## src/rtl/swc_fabric_sink_pkg.sv

```systemverilog
// Shared types and constants for the fabric sink: beat-type codes, FIFO entry layout, FSM states.
package swc_sink_pkg;

  localparam logic [1:0] c_WRF_DATA   = 2'b00;
  localparam logic [1:0] c_WRF_STATUS = 2'b01;
  localparam logic [1:0] c_WRF_OOB    = 2'b10;
  localparam logic [1:0] c_WRF_USER   = 2'b11;

  localparam int c_WRF_STATUS_ERR_BIT = 1;

  typedef struct packed {
    logic        sof;
    logic        eof;
    logic        err;
    logic [1:0]  sel;
    logic [15:0] dat;
  } fifo_entry_t;

  typedef enum logic [1:0] {
    WAIT_IDLE = 2'd0,
    IDLE      = 2'd1,
    FRAME     = 2'd2,
    FLUSH     = 2'd3
  } sink_state_e;

endpackage

```

## src/rtl/swc_fabric_sink_if.sv

```systemverilog
// Fabric sink bundle: pipelined Wishbone receive side plus the valid/ready word stream.
// slave = the sink itself, master = the fabric source / stream consumer side.
interface swc_fabric_sink_if;

  logic [15:0] snk_dat_i;
  logic [1:0]  snk_adr_i;
  logic [1:0]  snk_sel_i;
  logic        snk_cyc_i;
  logic        snk_stb_i;
  logic        snk_we_i;
  logic        snk_stall_o;
  logic        snk_ack_o;
  logic        snk_err_o;
  logic        snk_rty_o;

  logic [15:0] out_dat_o;
  logic [1:0]  out_sel_o;
  logic        out_sof_o;
  logic        out_eof_o;
  logic        out_err_o;
  logic        out_valid_o;
  logic        out_ready_i;

  modport slave (
    input  snk_dat_i, snk_adr_i, snk_sel_i, snk_cyc_i, snk_stb_i, snk_we_i,
    output snk_stall_o, snk_ack_o, snk_err_o, snk_rty_o,
    output out_dat_o, out_sel_o, out_sof_o, out_eof_o, out_err_o, out_valid_o,
    input  out_ready_i
  );

  modport master (
    output snk_dat_i, snk_adr_i, snk_sel_i, snk_cyc_i, snk_stb_i, snk_we_i,
    input  snk_stall_o, snk_ack_o, snk_err_o, snk_rty_o,
    input  out_dat_o, out_sel_o, out_sof_o, out_eof_o, out_err_o, out_valid_o,
    output out_ready_i
  );

endinterface

```

## src/rtl/swc_fabric_sink_fifo.sv

```systemverilog
// Synchronous first-word-fall-through FIFO of tagged fabric words; head is zeroed while empty.
module swc_sink_fifo
  import swc_sink_pkg::*;
#(
  parameter int g_depth = 16
) (
  input  logic                       clk,
  input  logic                       rst,
  input  logic                       push,
  input  fifo_entry_t                wdata,
  input  logic                       pop,
  output fifo_entry_t                rdata,
  output logic [$clog2(g_depth):0]   count,
  output logic                       full,
  output logic                       empty
);

  localparam int c_aw = $clog2(g_depth);
  localparam int c_cw = c_aw + 1;

  fifo_entry_t      mem [g_depth];
  logic [c_aw-1:0]  wr_ptr;
  logic [c_aw-1:0]  rd_ptr;
  logic             do_push;
  logic             do_pop;

  assign full    = (count == c_cw'(g_depth));
  assign empty   = (count == '0);
  assign do_pop  = pop & ~empty;
  // a full FIFO still takes a push when the head leaves in the same cycle
  assign do_push = push & (~full | do_pop);
  assign rdata   = empty ? '0 : mem[rd_ptr];

  always_ff @(posedge clk) begin
    if (do_push) mem[wr_ptr] <= wdata;
  end

  always_ff @(posedge clk or posedge rst) begin
    if (rst) begin
      wr_ptr <= '0;
      rd_ptr <= '0;
      count  <= '0;
    end else begin
      if (do_push) wr_ptr <= wr_ptr + c_aw'(1);
      if (do_pop)  rd_ptr <= rd_ptr + c_aw'(1);
      count <= count + c_cw'(do_push) - c_cw'(do_pop);
    end
  end

endmodule

```

## src/rtl/swc_fabric_sink.sv

```systemverilog
// Receive end of the 16-bit switch fabric: frames delimited by cyc, words tagged and queued.
// Optional SWC_SINK_STATS_EN adds saturating ok/error frame counters.
//
//   state     | meaning
//   WAIT_IDLE | after reset: ack and drop beats until cyc is low
//   IDLE      | between frames; cyc high opens a frame
//   FRAME     | collecting beats; the last data word waits in the stage register
//   FLUSH     | frame closed but the FIFO was full; retry the final push
module swc_fabric_sink
  import swc_sink_pkg::*;
#(
  parameter int g_fifo_depth  = 16,
  parameter int g_fifo_margin = 3
) (
  input  logic               clk_i,
  input  logic               rst_i,
  swc_fabric_sink_if.slave   bus
`ifdef SWC_SINK_STATS_EN
  ,
  output logic [15:0]        frames_ok_o,
  output logic [15:0]        frames_err_o
`endif
);

  localparam int c_cw = $clog2(g_fifo_depth) + 1;
  localparam logic [c_cw-1:0] c_stall_lvl = c_cw'(g_fifo_depth - g_fifo_margin);

  localparam logic [1:0] ST_WAIT_IDLE = 2'(WAIT_IDLE);
  localparam logic [1:0] ST_IDLE      = 2'(IDLE);
  localparam logic [1:0] ST_FRAME     = 2'(FRAME);
  localparam logic [1:0] ST_FLUSH     = 2'(FLUSH);

  logic [1:0]      state, state_n;
  logic            stage_vld, stage_vld_n;
  logic [15:0]     stage_dat, stage_dat_n;
  logic [1:0]      stage_sel, stage_sel_n;
  logic            sof_pend, sof_pend_n;
  logic            err_flag, err_flag_n;
  logic            stall_q, ack_q, err_q;

  logic            accept, wr_beat, in_frame, sof_eff;
  logic            push, pop_fire, push_ok;
  fifo_entry_t     push_ent, head;
  logic [c_cw-1:0] count, count_nxt;
  logic            full, empty;

  assign accept   = bus.snk_cyc_i & bus.snk_stb_i & ~stall_q;
  assign wr_beat  = accept & bus.snk_we_i;
  assign in_frame = bus.snk_cyc_i & ((state == ST_IDLE) | (state == ST_FRAME));
  // the first beat may arrive in the very cycle cyc rises, before sof_pend is set
  assign sof_eff  = (state == ST_IDLE) | sof_pend;
  assign pop_fire = bus.out_ready_i & ~empty;
  assign push_ok  = ~full | pop_fire;

  always_comb begin
    state_n     = state;
    stage_vld_n = stage_vld;
    stage_dat_n = stage_dat;
    stage_sel_n = stage_sel;
    sof_pend_n  = sof_pend;
    err_flag_n  = err_flag;
    push        = 1'b0;
    push_ent    = '{sof: sof_eff, eof: 1'b0, err: 1'b0, sel: stage_sel, dat: stage_dat};

    case (state)
      ST_WAIT_IDLE: begin
        if (!bus.snk_cyc_i) state_n = ST_IDLE;
      end
      ST_IDLE: begin
        if (bus.snk_cyc_i) begin
          state_n    = ST_FRAME;
          err_flag_n = 1'b0;
          sof_pend_n = 1'b1;
        end
      end
      ST_FRAME: begin
        if (!bus.snk_cyc_i) begin
          if (!stage_vld) begin
            state_n = ST_IDLE;
          end else if (push_ok) begin
            push         = 1'b1;
            push_ent.eof = 1'b1;
            push_ent.err = err_flag;
            stage_vld_n  = 1'b0;
            state_n      = ST_IDLE;
          end else begin
            state_n = ST_FLUSH;
          end
        end
      end
      ST_FLUSH: begin
        if (push_ok) begin
          push         = 1'b1;
          push_ent.eof = 1'b1;
          push_ent.err = err_flag;
          stage_vld_n  = 1'b0;
          state_n      = ST_IDLE;
        end
      end
      default: state_n = ST_WAIT_IDLE;
    endcase

    if (in_frame && wr_beat) begin
      case (bus.snk_adr_i)
        c_WRF_DATA: begin
          if (bus.snk_sel_i == 2'b00) begin
            err_flag_n = 1'b1;
          end else begin
            if (stage_vld) begin
              push       = push_ok;
              sof_pend_n = 1'b0;
              // a partial word is only legal as the frame's last word
              if (stage_sel != 2'b11) err_flag_n = 1'b1;
            end
            stage_vld_n = 1'b1;
            stage_dat_n = bus.snk_dat_i;
            stage_sel_n = bus.snk_sel_i;
          end
        end
        c_WRF_STATUS: begin
          if (bus.snk_dat_i[c_WRF_STATUS_ERR_BIT]) err_flag_n = 1'b1;
        end
        default: ;
      endcase
    end
  end

  assign count_nxt = count + c_cw'(push) - c_cw'(pop_fire);

  always_ff @(posedge clk_i or posedge rst_i) begin
    if (rst_i) begin
      state     <= ST_WAIT_IDLE;
      stage_vld <= 1'b0;
      stage_dat <= '0;
      stage_sel <= '0;
      sof_pend  <= 1'b0;
      err_flag  <= 1'b0;
      stall_q   <= 1'b0;
      ack_q     <= 1'b0;
      err_q     <= 1'b0;
    end else begin
      state     <= state_n;
      stage_vld <= stage_vld_n;
      stage_dat <= stage_dat_n;
      stage_sel <= stage_sel_n;
      sof_pend  <= sof_pend_n;
      err_flag  <= err_flag_n;
      stall_q   <= (count_nxt >= c_stall_lvl) | (state_n == ST_FLUSH);
      ack_q     <= wr_beat;
      err_q     <= accept & ~bus.snk_we_i;
    end
  end

  swc_sink_fifo #(.g_depth(g_fifo_depth)) u_fifo (
    .clk   (clk_i),
    .rst   (rst_i),
    .push  (push),
    .wdata (push_ent),
    .pop   (bus.out_ready_i),
    .rdata (head),
    .count (count),
    .full  (full),
    .empty (empty)
  );

  assign bus.snk_stall_o = stall_q;
  assign bus.snk_ack_o   = ack_q;
  assign bus.snk_err_o   = err_q;
  assign bus.snk_rty_o   = 1'b0;

  assign bus.out_dat_o   = head.dat;
  assign bus.out_sel_o   = head.sel;
  assign bus.out_sof_o   = head.sof;
  assign bus.out_eof_o   = head.eof;
  assign bus.out_err_o   = head.err;
  assign bus.out_valid_o = ~empty;

`ifdef SWC_SINK_STATS_EN
  logic        close_evt, close_err, close_q, close_err_q;
  logic [15:0] ok_cnt, err_cnt;

  // a frame with no data words closes straight to IDLE and counts as an error
  assign close_evt = ((state == ST_FRAME) & ~bus.snk_cyc_i & (~stage_vld | push_ok)) |
                     ((state == ST_FLUSH) & push_ok);
  assign close_err = ~stage_vld | err_flag;

  always_ff @(posedge clk_i or posedge rst_i) begin
    if (rst_i) begin
      close_q     <= 1'b0;
      close_err_q <= 1'b0;
      ok_cnt      <= '0;
      err_cnt     <= '0;
    end else begin
      close_q     <= close_evt;
      close_err_q <= close_err;
      if (close_q) begin
        if (close_err_q) begin
          if (err_cnt != 16'hFFFF) err_cnt <= err_cnt + 16'd1;
        end else begin
          if (ok_cnt != 16'hFFFF) ok_cnt <= ok_cnt + 16'd1;
        end
      end
    end
  end

  assign frames_ok_o  = ok_cnt;
  assign frames_err_o = err_cnt;
`endif

endmodule

```

## src/flat_wrapper.sv

```systemverilog
// flat-port wrapper written by rule: the top's interface ports become plain ports
module swc_fabric_sink_flat import swc_sink_pkg::*;
#(
  parameter int g_fifo_depth  = 16,
  parameter int g_fifo_margin = 3
)
  (clk_i, rst_i, bus_snk_dat_i, bus_snk_adr_i, bus_snk_sel_i, bus_snk_cyc_i, bus_snk_stb_i, bus_snk_we_i, bus_snk_stall_o, bus_snk_ack_o, bus_snk_err_o, bus_snk_rty_o, bus_out_dat_o, bus_out_sel_o, bus_out_sof_o, bus_out_eof_o, bus_out_err_o, bus_out_valid_o, bus_out_ready_i);
  swc_fabric_sink_if bus_i ();
  input  logic clk_i;
  input  logic rst_i;
  input wire logic [$bits(bus_i.snk_dat_i)-1:0] bus_snk_dat_i;
  input wire logic [$bits(bus_i.snk_adr_i)-1:0] bus_snk_adr_i;
  input wire logic [$bits(bus_i.snk_sel_i)-1:0] bus_snk_sel_i;
  input wire logic [$bits(bus_i.snk_cyc_i)-1:0] bus_snk_cyc_i;
  input wire logic [$bits(bus_i.snk_stb_i)-1:0] bus_snk_stb_i;
  input wire logic [$bits(bus_i.snk_we_i)-1:0] bus_snk_we_i;
  output wire logic [$bits(bus_i.snk_stall_o)-1:0] bus_snk_stall_o;
  output wire logic [$bits(bus_i.snk_ack_o)-1:0] bus_snk_ack_o;
  output wire logic [$bits(bus_i.snk_err_o)-1:0] bus_snk_err_o;
  output wire logic [$bits(bus_i.snk_rty_o)-1:0] bus_snk_rty_o;
  output wire logic [$bits(bus_i.out_dat_o)-1:0] bus_out_dat_o;
  output wire logic [$bits(bus_i.out_sel_o)-1:0] bus_out_sel_o;
  output wire logic [$bits(bus_i.out_sof_o)-1:0] bus_out_sof_o;
  output wire logic [$bits(bus_i.out_eof_o)-1:0] bus_out_eof_o;
  output wire logic [$bits(bus_i.out_err_o)-1:0] bus_out_err_o;
  output wire logic [$bits(bus_i.out_valid_o)-1:0] bus_out_valid_o;
  input wire logic [$bits(bus_i.out_ready_i)-1:0] bus_out_ready_i;
  assign bus_i.snk_dat_i = bus_snk_dat_i;
  assign bus_i.snk_adr_i = bus_snk_adr_i;
  assign bus_i.snk_sel_i = bus_snk_sel_i;
  assign bus_i.snk_cyc_i = bus_snk_cyc_i;
  assign bus_i.snk_stb_i = bus_snk_stb_i;
  assign bus_i.snk_we_i = bus_snk_we_i;
  assign bus_snk_stall_o = bus_i.snk_stall_o;
  assign bus_snk_ack_o = bus_i.snk_ack_o;
  assign bus_snk_err_o = bus_i.snk_err_o;
  assign bus_snk_rty_o = bus_i.snk_rty_o;
  assign bus_out_dat_o = bus_i.out_dat_o;
  assign bus_out_sel_o = bus_i.out_sel_o;
  assign bus_out_sof_o = bus_i.out_sof_o;
  assign bus_out_eof_o = bus_i.out_eof_o;
  assign bus_out_err_o = bus_i.out_err_o;
  assign bus_out_valid_o = bus_i.out_valid_o;
  assign bus_i.out_ready_i = bus_out_ready_i;
  swc_fabric_sink #(.g_fifo_depth(g_fifo_depth), .g_fifo_margin(g_fifo_margin)) u_core (.clk_i(clk_i), .rst_i(rst_i), .bus(bus_i));
endmodule
```

## config.mk

```make
export PLATFORM = sky130hd
export DESIGN_NAME = swc_fabric_sink_flat
export DESIGN_NICKNAME = d
export VERILOG_FILES = /design/src/rtl/swc_fabric_sink_pkg.sv /design/src/rtl/swc_fabric_sink_if.sv /design/src/rtl/swc_fabric_sink_fifo.sv /design/src/rtl/swc_fabric_sink.sv /design/src/flat_wrapper.sv
export SDC_FILE = /design/constraint.sdc
export NUM_CORES = 1
export LEC_CHECK = 0
export CORE_UTILIZATION = 45
export DETAILED_ROUTE_END_ITERATION = 6
export GPL_TIMING_DRIVEN = 0
export PLACE_DENSITY = 0.68
export RECOVER_POWER = 50
export SYNTH_ARGS = -nofsm -noshare
export SYNTH_HDL_FRONTEND = slang
export SYNTH_SLANG_ARGS = --single-unit
```

## constraint.sdc

```tcl
create_clock -name clk_i -period 4.25 [get_ports clk_i]
set_input_delay 0.425 -clock clk_i [delete_from_list [all_inputs] [get_ports clk_i]]
set_output_delay 0.425 -clock clk_i [all_outputs]
set_load 0.05 [all_outputs]
```

==> flow_summary.json <==
{
  "status": "finished with violations",
  "violations": "max-capacitance violations, max-slew violations",
  "setup_tns_ps": 0,
  "num_rows": 66,
  "cts_tree": "built",
  "pwr-share-clk": 0.259,
  "ys_seq_area_frac": 0.735,
  "die_h_um": 185,
  "finClkSkew_ps": 22.6,
  "critical_path_required_ps": 3830,
  "drc": 0,
  "maxCapViolCount": 1,
  "hp-class": "input pin to flop",
  "final_antenna_net_count": 0,
  "hold_violations": 0,
  "endpoint_kind": "output port",
  "syn-num-nets": 784,
  "numCtsBuffers": 38,
  "initial_core_util": 0.461,
  "grt_max_degree": 40,
  "critical_path_class": "flop to output port",
  "peakVddDrop_v": 0.000487,
  "min-delay-start": "bus_snk_cyc_i",
  "fillers": 2598,
  "crit_slowest_cell": "clkdlybuf4s50_1",
  "antenna_found_initial": 0,
  "critical_path.reg2reg.endpoint": "u_core.bus.snk_stall_o",
  "syn_avg_cell_area_sq_um": 20.4,
  "fmax_ghz": 0.249,
  "async_reset_ff_frac": 0.104,
  "period_needed_ps": 4010,
  "synth-warning-count": 0,
  "hpwl_um": 18500,
  "fin_util": 0.527,
  "track_usage": 0.186,
  "post_cts_resized": 0,
  "io_pins": 52,
  "synth-edff-count": 336,
  "seqPwrFrac": 0.396,
  "netlist_area_sq_um": 15100,
  "vias_per_cell": 5.59,
  "fp.dieW_um": 185,
  "crit_cells": 8,
  "cp-start-kind": "flop",
  "setup_viol": 0,
  "rsz0062_at_grt": "false",
  "num_vias": 7226,
  "post_cts_buffers": 0,
  "syn_to_final_growth_pct": 14.3,
  "htree_levels": 2,
  "clock_sinks": 375,
  "drtIter0Drc": 591,
  "drv_slew": 40,
  "final_common_cell": "edfxtp_1",
  "insertion_delay_ps": 520,
  "hold_ws_ps": 197,
  "r2r_slack_ps": 430,
  "coreArea_sq_um": 32700,
  "grt_pass1_wl_um": 46700,
  "routedWlPerCell_um": 23.3,
  "p_leak_nw": 5.93,
  "grt_pass1_vias": 7625,
  "final-seq-area_sq_um": 11100,
  "p_comb_frac": 0.345,
  "cp-startpoint": "u_core.u_fifo.count[3]",
  "worst_slew_pin_slew_ps": 2310,
  "cts_root_buf": "clkbuf_16",
  "layout-drive-gt1-share": 0.241,
  "path_buf_inv": 4,
  "endpoint": "bus_out_dat_o[13]",
  "crit_fanout": 10,
  "critPathMaxStageDelay_ps": 770,
  "final_cell_mix": "edfxtp_1 (336), mux4_2 (84), inv_1 (62), clkdlybuf4s50_1 (45)",
  "finalCritPeriodShare": 0.945,
  "die_area_sq_um": 34200,
  "synth.ff_latch_count": 375,
  "path_cells": "inv_1 > ha_1 > nor4b_4 > inv_2 > nand3_1 > clkbuf_1 > o221ai_1 > clkdlybuf4s50_1",
  "worstPathArrival_ps": 3590,
  "switchingPower_w": 0.00416,
  "grt-ovfl-total": 0,
  "layout.nets": 874,
  "cts_buffer_depth": 3,
  "dr.pass1.iters": 4,
  "slew_headroom": -0.538,
  "switching_share": 0.341,
  "synthCells": 738,
  "power_w": 0.0122,
  "gp_congestion": 0.754,
  "ys.flop_type": "edfxtp_1",
  "ff2ff_path_depth": 16,
  "port_buffers": 49,
  "yosys.cell_types.count": 56,
  "drt_wl_total_um": 30100,
  "clkTransAtPathRegs_ps": 60,
  "diodes": 0,
  "critPathTopFamily": "buffers and inverters",
  "multiInputGateArea_sq_um": 3500,
  "r2r-start": "u_core.u_fifo.count[3]",
  "p_int_w": 0.00804,
  "cts_hold_buf": 0,
  "powerDensity_nw_per_um2": 709
}
==> power by group through the flow <==
stage / clock [W] / combinational (W) / sequential, W
5_1_grt: 0.00334 / 0.00450 / 0.00488
4_1_cts: 0.00321 / 0.00428 / 0.00483
2_1_floorplan: 0 / 0.00306 / 0.00476
3_5_place_dp: 0 / 0.00426 / 0.00491
6_report: 0.00316 / 0.00421 / 0.00483
3_3_place_gp: 0 / 0.00424 / 0.00487
==> sequential cells by signal, indices dropped and copies added (netlist names) <==
signal                  flops
u_core.bus.snk_stall_o      1
u_core.u_fifo.count         5
u_core.u_fifo.mem         336
u_core.err_flag             1
u_core.stage_sel            2
u_core.bus.snk_err_o        1
u_core.stage_dat           16
u_core.u_fifo.rd_ptr        4
u_core.stage_vld            1
u_core.sof_pend             1
u_core.state                2
u_core.u_fifo.wr_ptr        4
u_core.bus.snk_ack_o        1
==> through the flow <==
stage / instance area (sq um) / instances / setup WS, ps
after floorplan: 15100 / 738 / 1180
after global placement: 16100 / 1229 / 662
after detailed placement: 16100 / 1230 / 655
after CTS: 17300 / 1292 / 219
after global routing: 17200 / 1292 / 119
final: 17200 / 1292 / 235
==> how the worst min path moves through the flow <==
stage / end / slack, ps / cells past startpoint
final: u_core.bus.snk_err_o / 200 / 3
after detailed placement: u_core.bus.snk_err_o / 460 / 1
after global placement: u_core.bus.snk_err_o / 450 / 1
after floorplan: u_core.err_flag / 440 / 2
after global routing: u_core.bus.snk_err_o / 200 / 3
after CTS: u_core.bus.snk_err_o / 180 / 3
==> worst min-delay path: cells and delay by family <==
family,cells,cell delay (ps)
buf+inv,1,150
simple gates,2,100
==> kinds of logic after synthesis <==
logic type | synth area share
other cells | 0.000249
flops | 0.735
buf+inv | 0.0303
fa+ha+maj | 0.0176
simple gates | 0.0254
mux | 0.141
xor+xnor | 0.00756
compound gates | 0.0432
==> final cells by class <==
class	count	share of cell area
repair buffers	50	0.0287
well taps	442	0.0321
inverters	64	0.0140
clock inverters	11	0.00632
clock buffers	51	0.0610
flip-flops and latches	375	0.643
multi-input cells	266	0.203
plain buffers	33	0.0121
==> metal layers <==
metal  up-vias  global-route usage  share of wire
met1      3806               0.270           0.45
li1       3144                   -              -
met2       238               0.296           0.48
met3        38              0.0305          0.058
met5         -                   0              0
met4         0              0.0443          0.016
==> synth_stat cells, drive strengths merged, types with 2 or more instances <==
master | n | area [sq um]
a211oi | 4 | 35.0
a21o | 2 | 15.0
a21oi | 9 | 56.3
a22oi | 21 | 263
and2 | 7 | 43.8
and3 | 12 | 75.1
buf | 23 | 179
clkbuf | 10 | 37.5
dfrtp | 39 | 976
edfxtp | 336 | 10100
fa | 2 | 40.0
ha | 18 | 225
inv | 64 | 240
mux2 | 20 | 229
mux4 | 84 | 1890
nand2 | 7 | 28.8
nand2b | 2 | 12.5
nand3 | 2 | 10.0
nand4 | 2 | 18.8
nor2 | 6 | 30.0
nor2b | 7 | 43.8
nor3 | 2 | 10.0
nor3b | 2 | 26.3
o21ai | 7 | 35.0
o221ai | 21 | 190
or2 | 2 | 12.5
or3b | 2 | 20.0
xnor2 | 7 | 61.3
xor2 | 6 | 52.6
No activity file was read; power rests on OpenSTA's default activity.
